<file path="src/rtl/ram_arb_pkg.sv">
// Purpose : shared types and constants for the data-RAM port arbiter.
// Latency : n/a (types only).
// Backpr. : n/a.
// Contents: slot-state enum, owner encoding, default bus widths,
//           starvation-counter width, owner-to-slot helper.
package ram_arb_pkg;

  localparam int ADDR_W_DEF = 7;
  localparam int DATA_W_DEF = 8;
  localparam int WAIT_CNT_W = 4;

  // What the RAM is doing in the current cycle.
  typedef enum logic [1:0] {
    IDLE      = 2'd0,
    CPU_SLOT  = 2'd1,
    HOST_SLOT = 2'd2
  } state_t;

  typedef enum logic {
    OWN_CPU  = 1'b0,
    OWN_HOST = 1'b1
  } owner_t;

  function automatic state_t slot_of(input owner_t own);
    return (own == OWN_HOST) ? HOST_SLOT : CPU_SLOT;
  endfunction

endpackage

</file>
<file path="src/rtl/ram_arb_starve_ctr.sv">
// Purpose : counts consecutive cycles the host loses contention; raises
//           force_host once the count reaches HOST_MAX_WAIT.
// Latency : force_host is a registered-count compare, valid every cycle.
// Backpr. : none; tracks host_req/host_gnt only.
// Ports   : clk, reset (async, active-high), host_req, host_gnt in;
//           force_host out.
module ram_arb_starve_ctr
  import ram_arb_pkg::*;
#(
  parameter int HOST_MAX_WAIT = 4
) (
  input  logic clk,
  input  logic reset,
  input  logic host_req,
  input  logic host_gnt,
  output logic force_host
);

  localparam logic [WAIT_CNT_W-1:0] MAX_WAIT = WAIT_CNT_W'(HOST_MAX_WAIT);

  logic [WAIT_CNT_W-1:0] wait_cnt;

  // Any host transfer or a withdrawn request restarts the wait window;
  // otherwise count losses, holding at the limit until the host wins.
  always_ff @(posedge clk or posedge reset) begin
    if (reset) begin
      wait_cnt <= '0;
    end else if (!host_req || host_gnt) begin
      wait_cnt <= '0;
    end else if (wait_cnt != MAX_WAIT) begin
      wait_cnt <= wait_cnt + WAIT_CNT_W'(1);
    end
  end

  assign force_host = (wait_cnt == MAX_WAIT);

endmodule

</file>
<file path="src/rtl/ram_port_arbiter.sv">
// Purpose : shares the single-port data RAM between the CPU and host ports,
//           CPU priority with a bounded wait for the host.
// Latency : gnt combinational; RAM slot 1 cycle after gnt; rvalid 2 cycles
//           after gnt.
// Backpr. : requester holds its bundle until gnt; 1 access/cycle total.
// Ports   : cpu_* / host_* request bundles and gnt/rvalid/rdata responses;
//           ram_en/ram_addr/ram_data/ram_q to the RAM instance.
// Option  : RAM_PORT_ARBITER_STATS_EN adds conflict_cnt[7:0] (saturating
//           count of cycles with both requests high).
module ram_port_arbiter
  import ram_arb_pkg::*;
#(
  parameter int ADDR_W        = ADDR_W_DEF,
  parameter int DATA_W        = DATA_W_DEF,
  parameter int HOST_MAX_WAIT = 4
) (
  input  logic              clk,
  input  logic              reset,
  input  logic              cpu_req,
  input  logic              cpu_we,
  input  logic [ADDR_W-1:0] cpu_addr,
  input  logic [DATA_W-1:0] cpu_wdata,
  output logic              cpu_gnt,
  output logic              cpu_rvalid,
  output logic [DATA_W-1:0] cpu_rdata,
  input  logic              host_req,
  input  logic              host_we,
  input  logic [ADDR_W-1:0] host_addr,
  input  logic [DATA_W-1:0] host_wdata,
  output logic              host_gnt,
  output logic              host_rvalid,
  output logic [DATA_W-1:0] host_rdata,
  output logic              ram_en,
  output logic [ADDR_W-1:0] ram_addr,
  output logic [DATA_W-1:0] ram_data,
  input  logic [DATA_W-1:0] ram_q
`ifdef RAM_PORT_ARBITER_STATS_EN
  ,
  output logic [7:0]        conflict_cnt
`endif
);

  state_t            state, state_nxt;
  logic [ADDR_W-1:0] lat_addr;
  logic [DATA_W-1:0] lat_wdata;
  logic              lat_we;
  logic              force_host;
  logic              cpu_rd_slot, host_rd_slot;
  logic [DATA_W-1:0] cpu_rdata_q, host_rdata_q;

  ram_arb_starve_ctr #(
    .HOST_MAX_WAIT(HOST_MAX_WAIT)
  ) u_starve (
    .clk       (clk),
    .reset     (reset),
    .host_req  (host_req),
    .host_gnt  (host_gnt),
    .force_host(force_host)
  );

  // Grants: CPU wins contention unless the host has waited its limit.
  always_comb begin
    cpu_gnt  = 1'b0;
    host_gnt = 1'b0;
    if (!reset) begin
      if (cpu_req && host_req) begin
        if (force_host) host_gnt = 1'b1;
        else            cpu_gnt  = 1'b1;
      end else begin
        cpu_gnt  = cpu_req;
        host_gnt = host_req;
      end
    end
  end

  // State register plus latch of the committed access. The latch is only
  // loaded on a transfer, so ram_addr/ram_data hold while idle.
  always_ff @(posedge clk or posedge reset) begin
    if (reset) begin
      state     <= IDLE;
      lat_addr  <= '0;
      lat_wdata <= '0;
      lat_we    <= 1'b0;
    end else begin
      state <= state_nxt;
      if (cpu_gnt) begin
        lat_addr  <= cpu_addr;
        lat_wdata <= cpu_wdata;
        lat_we    <= cpu_we;
      end else if (host_gnt) begin
        lat_addr  <= host_addr;
        lat_wdata <= host_wdata;
        lat_we    <= host_we;
      end
    end
  end

  always_comb begin
    state_nxt = IDLE;
    if (cpu_gnt)       state_nxt = slot_of(OWN_CPU);
    else if (host_gnt) state_nxt = slot_of(OWN_HOST);
  end

  always_comb begin
    ram_en       = 1'b0;
    cpu_rd_slot  = 1'b0;
    host_rd_slot = 1'b0;
    case (state)
      CPU_SLOT: begin
        ram_en      = lat_we;
        cpu_rd_slot = !lat_we;
      end
      HOST_SLOT: begin
        ram_en       = lat_we;
        host_rd_slot = !lat_we;
      end
      default: ;
    endcase
  end

  assign ram_addr = lat_addr;
  assign ram_data = lat_wdata;

  // ram_q is valid the cycle after the read slot; pass it straight through
  // while rvalid is high and keep a copy so rdata holds afterwards.
  always_ff @(posedge clk or posedge reset) begin
    if (reset) begin
      cpu_rvalid   <= 1'b0;
      host_rvalid  <= 1'b0;
      cpu_rdata_q  <= '0;
      host_rdata_q <= '0;
    end else begin
      cpu_rvalid  <= cpu_rd_slot;
      host_rvalid <= host_rd_slot;
      if (cpu_rvalid)  cpu_rdata_q  <= ram_q;
      if (host_rvalid) host_rdata_q <= ram_q;
    end
  end

  assign cpu_rdata  = cpu_rvalid  ? ram_q : cpu_rdata_q;
  assign host_rdata = host_rvalid ? ram_q : host_rdata_q;

`ifdef RAM_PORT_ARBITER_STATS_EN
  always_ff @(posedge clk or posedge reset) begin
    if (reset) begin
      conflict_cnt <= '0;
    end else if (cpu_req && host_req && conflict_cnt != 8'hFF) begin
      conflict_cnt <= conflict_cnt + 8'd1;
    end
  end
`endif

endmodule

</file>
<file path="config.mk">
export PLATFORM = sky130hd
export DESIGN_NAME = ram_port_arbiter
export DESIGN_NICKNAME = d
export VERILOG_FILES = /design/src/rtl/ram_arb_pkg.sv /design/src/rtl/ram_arb_starve_ctr.sv /design/src/rtl/ram_port_arbiter.sv
export SDC_FILE = /design/constraint.sdc
export NUM_CORES = 1
export LEC_CHECK = 0
export CAP_MARGIN = 15
export CORE_MARGIN = 5
export CORE_UTILIZATION = 30
export DETAILED_ROUTE_END_ITERATION = 6
export PLACE_DENSITY = 0.6
export SYNTH_ARGS = -nofsm -noshare
export SYNTH_HDL_FRONTEND = slang
export SYNTH_SLANG_ARGS = --single-unit
</file>
<file path="constraint.sdc">
create_clock -name clk -period 1.5 [get_ports clk]
set_input_delay 0.3 -clock clk [delete_from_list [all_inputs] [get_ports clk]]
set_output_delay 0.3 -clock clk [all_outputs]
set_load 0.03 [all_outputs]
</file>
Word-level counts from Yosys, hierarchy flattened
Index checks and enable logic that the tools add are counted.
{"block": "word_totals", "in_bits": 44, "elab_cells": 42, "output_inout_bits": 36, "register_bits": 40}
{"block": "classes", "eq_ne": 4, "muxes": 21, "n_reduce_logical": 7, "addsub": 1}
{"op": "two-way mux 8 bit", "n": 4}
{"op": "two-way mux 7 bit", "n": 2}
{"op": "two-way mux 1 bit", "n": 11}
{"op": "two-way mux 4 bit", "n": 2}
{"op": "adder 4 x 1 -> 4 bit, second input constant", "n": 1}
{"op": "== test 4 x 3 -> 1 bit, second input constant", "n": 1}
{"op": "two-way mux 2 bit", "n": 2}
{"op": "!= test 4 x 3 -> 1 bit, second input constant", "n": 1}
{"op": "nonzero test 2 bit", "n": 2}
{"op": "== test 2 x 1 -> 1 bit, second input constant", "n": 1}
{"op": "== test 2 bit, second input constant", "n": 1}
{"op": "logical NOT 1 bit", "n": 2}
{"op": "OR reduction 2 bit", "n": 1}
{"op": "logical AND 1 bit", "n": 1}
{"op": "logical OR 1 bit", "n": 1}

Logic depth before layout (Yosys ltp)
{"block": "depth", "word_depth": 6, "ltp_mapped": 6, "ltp_nobuf": 5}

Cells and area by module
A second synthesis with hierarchy kept.
{"block": "hier_totals", "cells_unflattened": 166, "area_unflattened_um2": 1888.1}
{"module": "ram_port_arbiter", "cells_each": 142, "area_each_um2": 1632.8, "instances": 1}
{"module": "ram_arb_starve_ctr", "cells_each": 24, "area_each_um2": 255.2, "instances": 1}

Worst setup path before layout
No wires, ideal clock.
{"block": "synth_path", "path_kind": "register to output", "start": "register u_starve.wait_cnt[0]", "end": "output host_gnt", "n_path_buf": 1, "t_required_ns": 1.200, "path_stages_with_launch": 6, "setup_slack_ns": -0.090, "arrival_time_ns": 1.290, "path_cell_list": "dfrtp_1 inv_1 ha_1 nand3b_1 a21oi_4 buf_6"}
{"block": "synth_via", "elab_chain_len": 4}
{"element": "start, declared", "line": "ram_arb_starve_ctr.sv:21", "rtl": "logic [WAIT_CNT_W-1:0] wait_cnt;"}
{"element": "start signal, assigned", "line": "ram_arb_starve_ctr.sv:31", "rtl": "wait_cnt <= wait_cnt + WAIT_CNT_W'(1);"}
{"element": "== test 4 x 3 -> 1 bit", "line": "ram_arb_starve_ctr.sv:35", "rtl": "assign force_host = (wait_cnt == MAX_WAIT);"}
{"element": "two-way mux 1 bit", "line": "ram_port_arbiter.sv:67", "rtl": "if (force_host) host_gnt = 1'b1;"}
{"element": "two-way mux 1 bit", "line": "ram_port_arbiter.sv:66", "rtl": "if (cpu_req && host_req) begin"}
{"element": "two-way mux 1 bit", "line": "ram_port_arbiter.sv:65", "rtl": "if (!reset) begin"}
{"element": "end, declared", "line": "ram_port_arbiter.sv:30", "rtl": "output logic host_gnt,"}
No other way between the ends.

Final worst setup path
{"block": "layout_path", "start": "register u_starve.wait_cnt[0]", "end": "output cpu_gnt"}
{"block": "layout_via", "elab_chain_len": 4}
{"element": "== test 4 x 3 -> 1 bit", "line": "ram_arb_starve_ctr.sv:35"}
{"element": "two-way mux 1 bit", "line": "ram_port_arbiter.sv:67"}
{"element": "two-way mux 1 bit", "line": "ram_port_arbiter.sv:66"}
{"element": "two-way mux 1 bit", "line": "ram_port_arbiter.sv:65"}
{"element": "end, declared", "line": "ram_port_arbiter.sv:23", "rtl": "output logic cpu_gnt,"}
No other way between the ends.

==> impl_metrics.tcl <==
set metrics [dict create \
    portBuffers 79 \
    startpoint_type "flip-flop" \
    grt_usage_pct 12.8 \
    synth_nets 178 \
    ys_seq_area_share_pct 56.8 \
    cts_sinks 40 \
    nNetsFinal 284 \
    grt_pass1_vias 1483 \
    whs_path_depth 1 \
    post_dp_cell_area_um2 2740 \
    fin_ws_ns -0.222 \
    stdcell_area_um2 3040 \
    yosysUniqueCellTypes 25 \
    dpl.hpwl_mm 3.53 \
    grt_max_degree 36 \
    synth.top_cells.by_count "dfrtp_1, a221o_1, mux2_2, and2_1" \
    synth_area_leader_cell "dfrtp_1" \
    drive_gt1_share_pct 32.5 \
    syn2layout_area_growth_pct 72.7 \
    clkTransAtPathRegs_ns 0.07 \
    final_util_pct 52.3 \
    worstPathArrival_ns 1.42 \
    p_leak_nw 1.41 \
    drc_errors 0 \
    insertion_delay_ns 0.28 \
    start_util_pct 30.3 \
    synthTopCellsByArea "dfrtp_1, mux2_2, a221o_1" \
    post-route-period-util_pct 115 \
    cts_tree "done" \
    grt_pass1_wl_mm 7.49 \
    min_period_ns 1.72 \
    hold_viol_final 0 \
    syn_area_per_cell_um2 13.6 \
    clock.fmax_mhz 581 \
    gr-total-overflow 0 \
    powerDensity_nw_per_um2 1210 \
    via_count 1425 \
    place_congestion 0.812 \
    rsz0062_at_grt "yes" \
    ys.flop_type "dfrtp_1" \
    tightest_slew_ns 0.551 \
    clock_path_buffers 2 \
    wl_mm 4.89 \
    htree_levels 2 \
    diodes 0 \
    die_y_um 86.7 \
    end_kind "primary output" \
    async_flop_share_pct 100 \
    outcome "finished, violations left" \
    hold_path.startpoint "lat_we$_DFFE_PP0P_" \
    num_rows 28 \
    wl_per_cell_um 15.7 \
    rrSetupSlack_ns -0.11 \
    reg2reg_from "u_starve.wait_cnt[0]$_DFFE_PP0P_" \
    finalMaxSlewViolations 0 \
    drtAntennaViolNets 0 \
    yosysMostFrequentCell "dfrtp_1" \
    relSlewSlack_pct 63.2 \
    pre_cts_slack_ns -0.255 \
    reg2reg_to "ram_data[1]$_DFFE_PP0P_" \
    die-area_um2 7510 \
    r2r_cells 7 \
    peakVddDrop_mv 0.650 \
    setup_viol 35 \
    min_to "cpu_rvalid$_DFF_PP0_" \
    hp-class "flip-flop to flip-flop" \
    worstPathRequired_ns 1.20 \
    die_w_um 86.7 \
    cts_buffers 5 \
    ios 80 \
    synth_warnings 0 \
    core-area_um2 5820 \
    drv_cap 0 \
    first_iter_violations 22 \
    antenna_found_initial 0 \
    worstPathMaxFanout 3 \
    ys_ff_latch 40 \
    syn_inst 130 \
    first_pass_iters 4 \
    violations "setup timing" \
    clockRootBuffer "clkbuf_8" \
    synth_top_area_share_pct 56.8 \
    whs_ns 0.479 \
    crit_type "flip-flop to primary output" \
    vias_per_cell 4.57 \
    syn_area_um2 1760 \
    cts.hold.buffers_added 0 \
    synth_edf_count 0 \
    skew_ns 0.00631 \
]
## flip-flops by register name (all words and copies together) (netlist names), 2 cells and up
signal	count
ram_data	8
ram_addr	7
state	2
cpu_rdata_q	8
u_starve.wait_cnt	4
host_rdata_q	8
## worst max-delay path: stages, from the launching register on
cell and delay [ns]:
dfrtp_1 0.36, inv_2 0.06, ha_4 0.16, and3b_2 0.22, a21oi_4 0.18, buf_6 0.16
## stage by stage
stage	setup TNS [ns]	std cells	total power, W
global route	-4.94	312	0.00386
detailed placement	-4.03	297	0.00267
floorplan	-0.586	130	0.00209
finish	-3.33	312	0.00368
CTS	-4.47	310	0.00370
global placement	-3.54	297	0.00266
## layer usage
metal  up-vias  track usage, %  wire (um)
met3         5            3.61        324
li1        682               -          -
met5         -               0          0
met4         0            2.55         40
met1       690            14.8       2020
met2        48            23.5       2500
## worst max-delay path by stage
| stage | start | to | slack [ns] |
|---|---|---|---|
| 2_1_floorplan | u_starve.wait_cnt[0]$_DFFE_PP0P_ | host_gnt | -0.06 |
| 3_3_place_gp | reset | ram_data[6]$_DFFE_PP0P_ | -0.22 |
| 3_5_place_dp | reset | ram_addr[6]$_DFFE_PP0P_ | -0.25 |
| 4_1_cts | u_starve.wait_cnt[0]$_DFFE_PP0P_ | host_gnt | -0.28 |
| 5_1_grt | u_starve.wait_cnt[0]$_DFFE_PP0P_ | cpu_gnt | -0.28 |
| 6_report | u_starve.wait_cnt[0]$_DFFE_PP0P_ | cpu_gnt | -0.22 |
## what timing repair did
| action | in CTS | in global routing |
|---|---|---|
| setup endpoints to repair | 50 | 35 |
| gates cloned | 1 | 0 |
| pin swaps | 19 | 3 |
| gates resized for setup | 51 | 4 |
| setup buffers | 4 | 2 |
## power by group
part	total, W	internal [W]	switching (W)
clock	0.000851	0.000494	0.000357
sequential	0.00135	0.00127	0.0000723
combinational	0.00148	0.000744	0.000740
total	0.00368	0.00251	0.00117
## placed cells by master, fill, tap and decap left out
| cell | n |
|---|---|
| nand2b_1 | 2 |
| nor2b_1 | 3 |
| nand4_1 | 3 |
| clkdlybuf4s50_1 | 43 |
| buf_16 | 1 |
| buf_4 | 23 |
| xor2_1 | 1 |
| nor2_1 | 2 |
| clkbuf_1 | 1 |
| nor3b_1 | 2 |
| and2_0 | 5 |
| nand3_1 | 3 |
| ha_1 | 3 |
| mux2_4 | 16 |
| o21bai_2 | 1 |
| and3b_2 | 1 |
| o211ai_1 | 1 |
| clkbuf_8 | 5 |
| nand3b_1 | 1 |
| inv_2 | 1 |
| dlygate4sd2_1 | 15 |
| a21oi_1 | 2 |
| mux2i_1 | 1 |
| and2_1 | 11 |
| ha_4 | 1 |
| a221o_1 | 16 |
| buf_12 | 4 |
| buf_6 | 20 |
| dfrtp_1 | 40 |
| a21boi_0 | 1 |
| clkinv_2 | 1 |
| bufinv_16 | 1 |
| a21oi_4 | 2 |
| inv_1 | 4 |
## logic make-up after synthesis
family,Yosys count,share of synthesized area [%]
buf+inv,12,4.47
mux,17,10.8
flops,40,56.8
fa+ha+maj,4,2.84
simple gates,33,11.6
xor+xnor,1,0.497
compound gates,23,13.0
## final cells by class
cell class / count / area [um^2]
inverters: 5 / 18.8
clock buffers: 6 / 72.6
well taps: 75 / 93.8
flip-flops and latches: 40 / 1000
clock inverters: 2 / 35.0
fillers: 524 / 2770
multi-input cells: 78 / 756
repair buffers: 106 / 1070
Power figures use the tool's default switching activity.
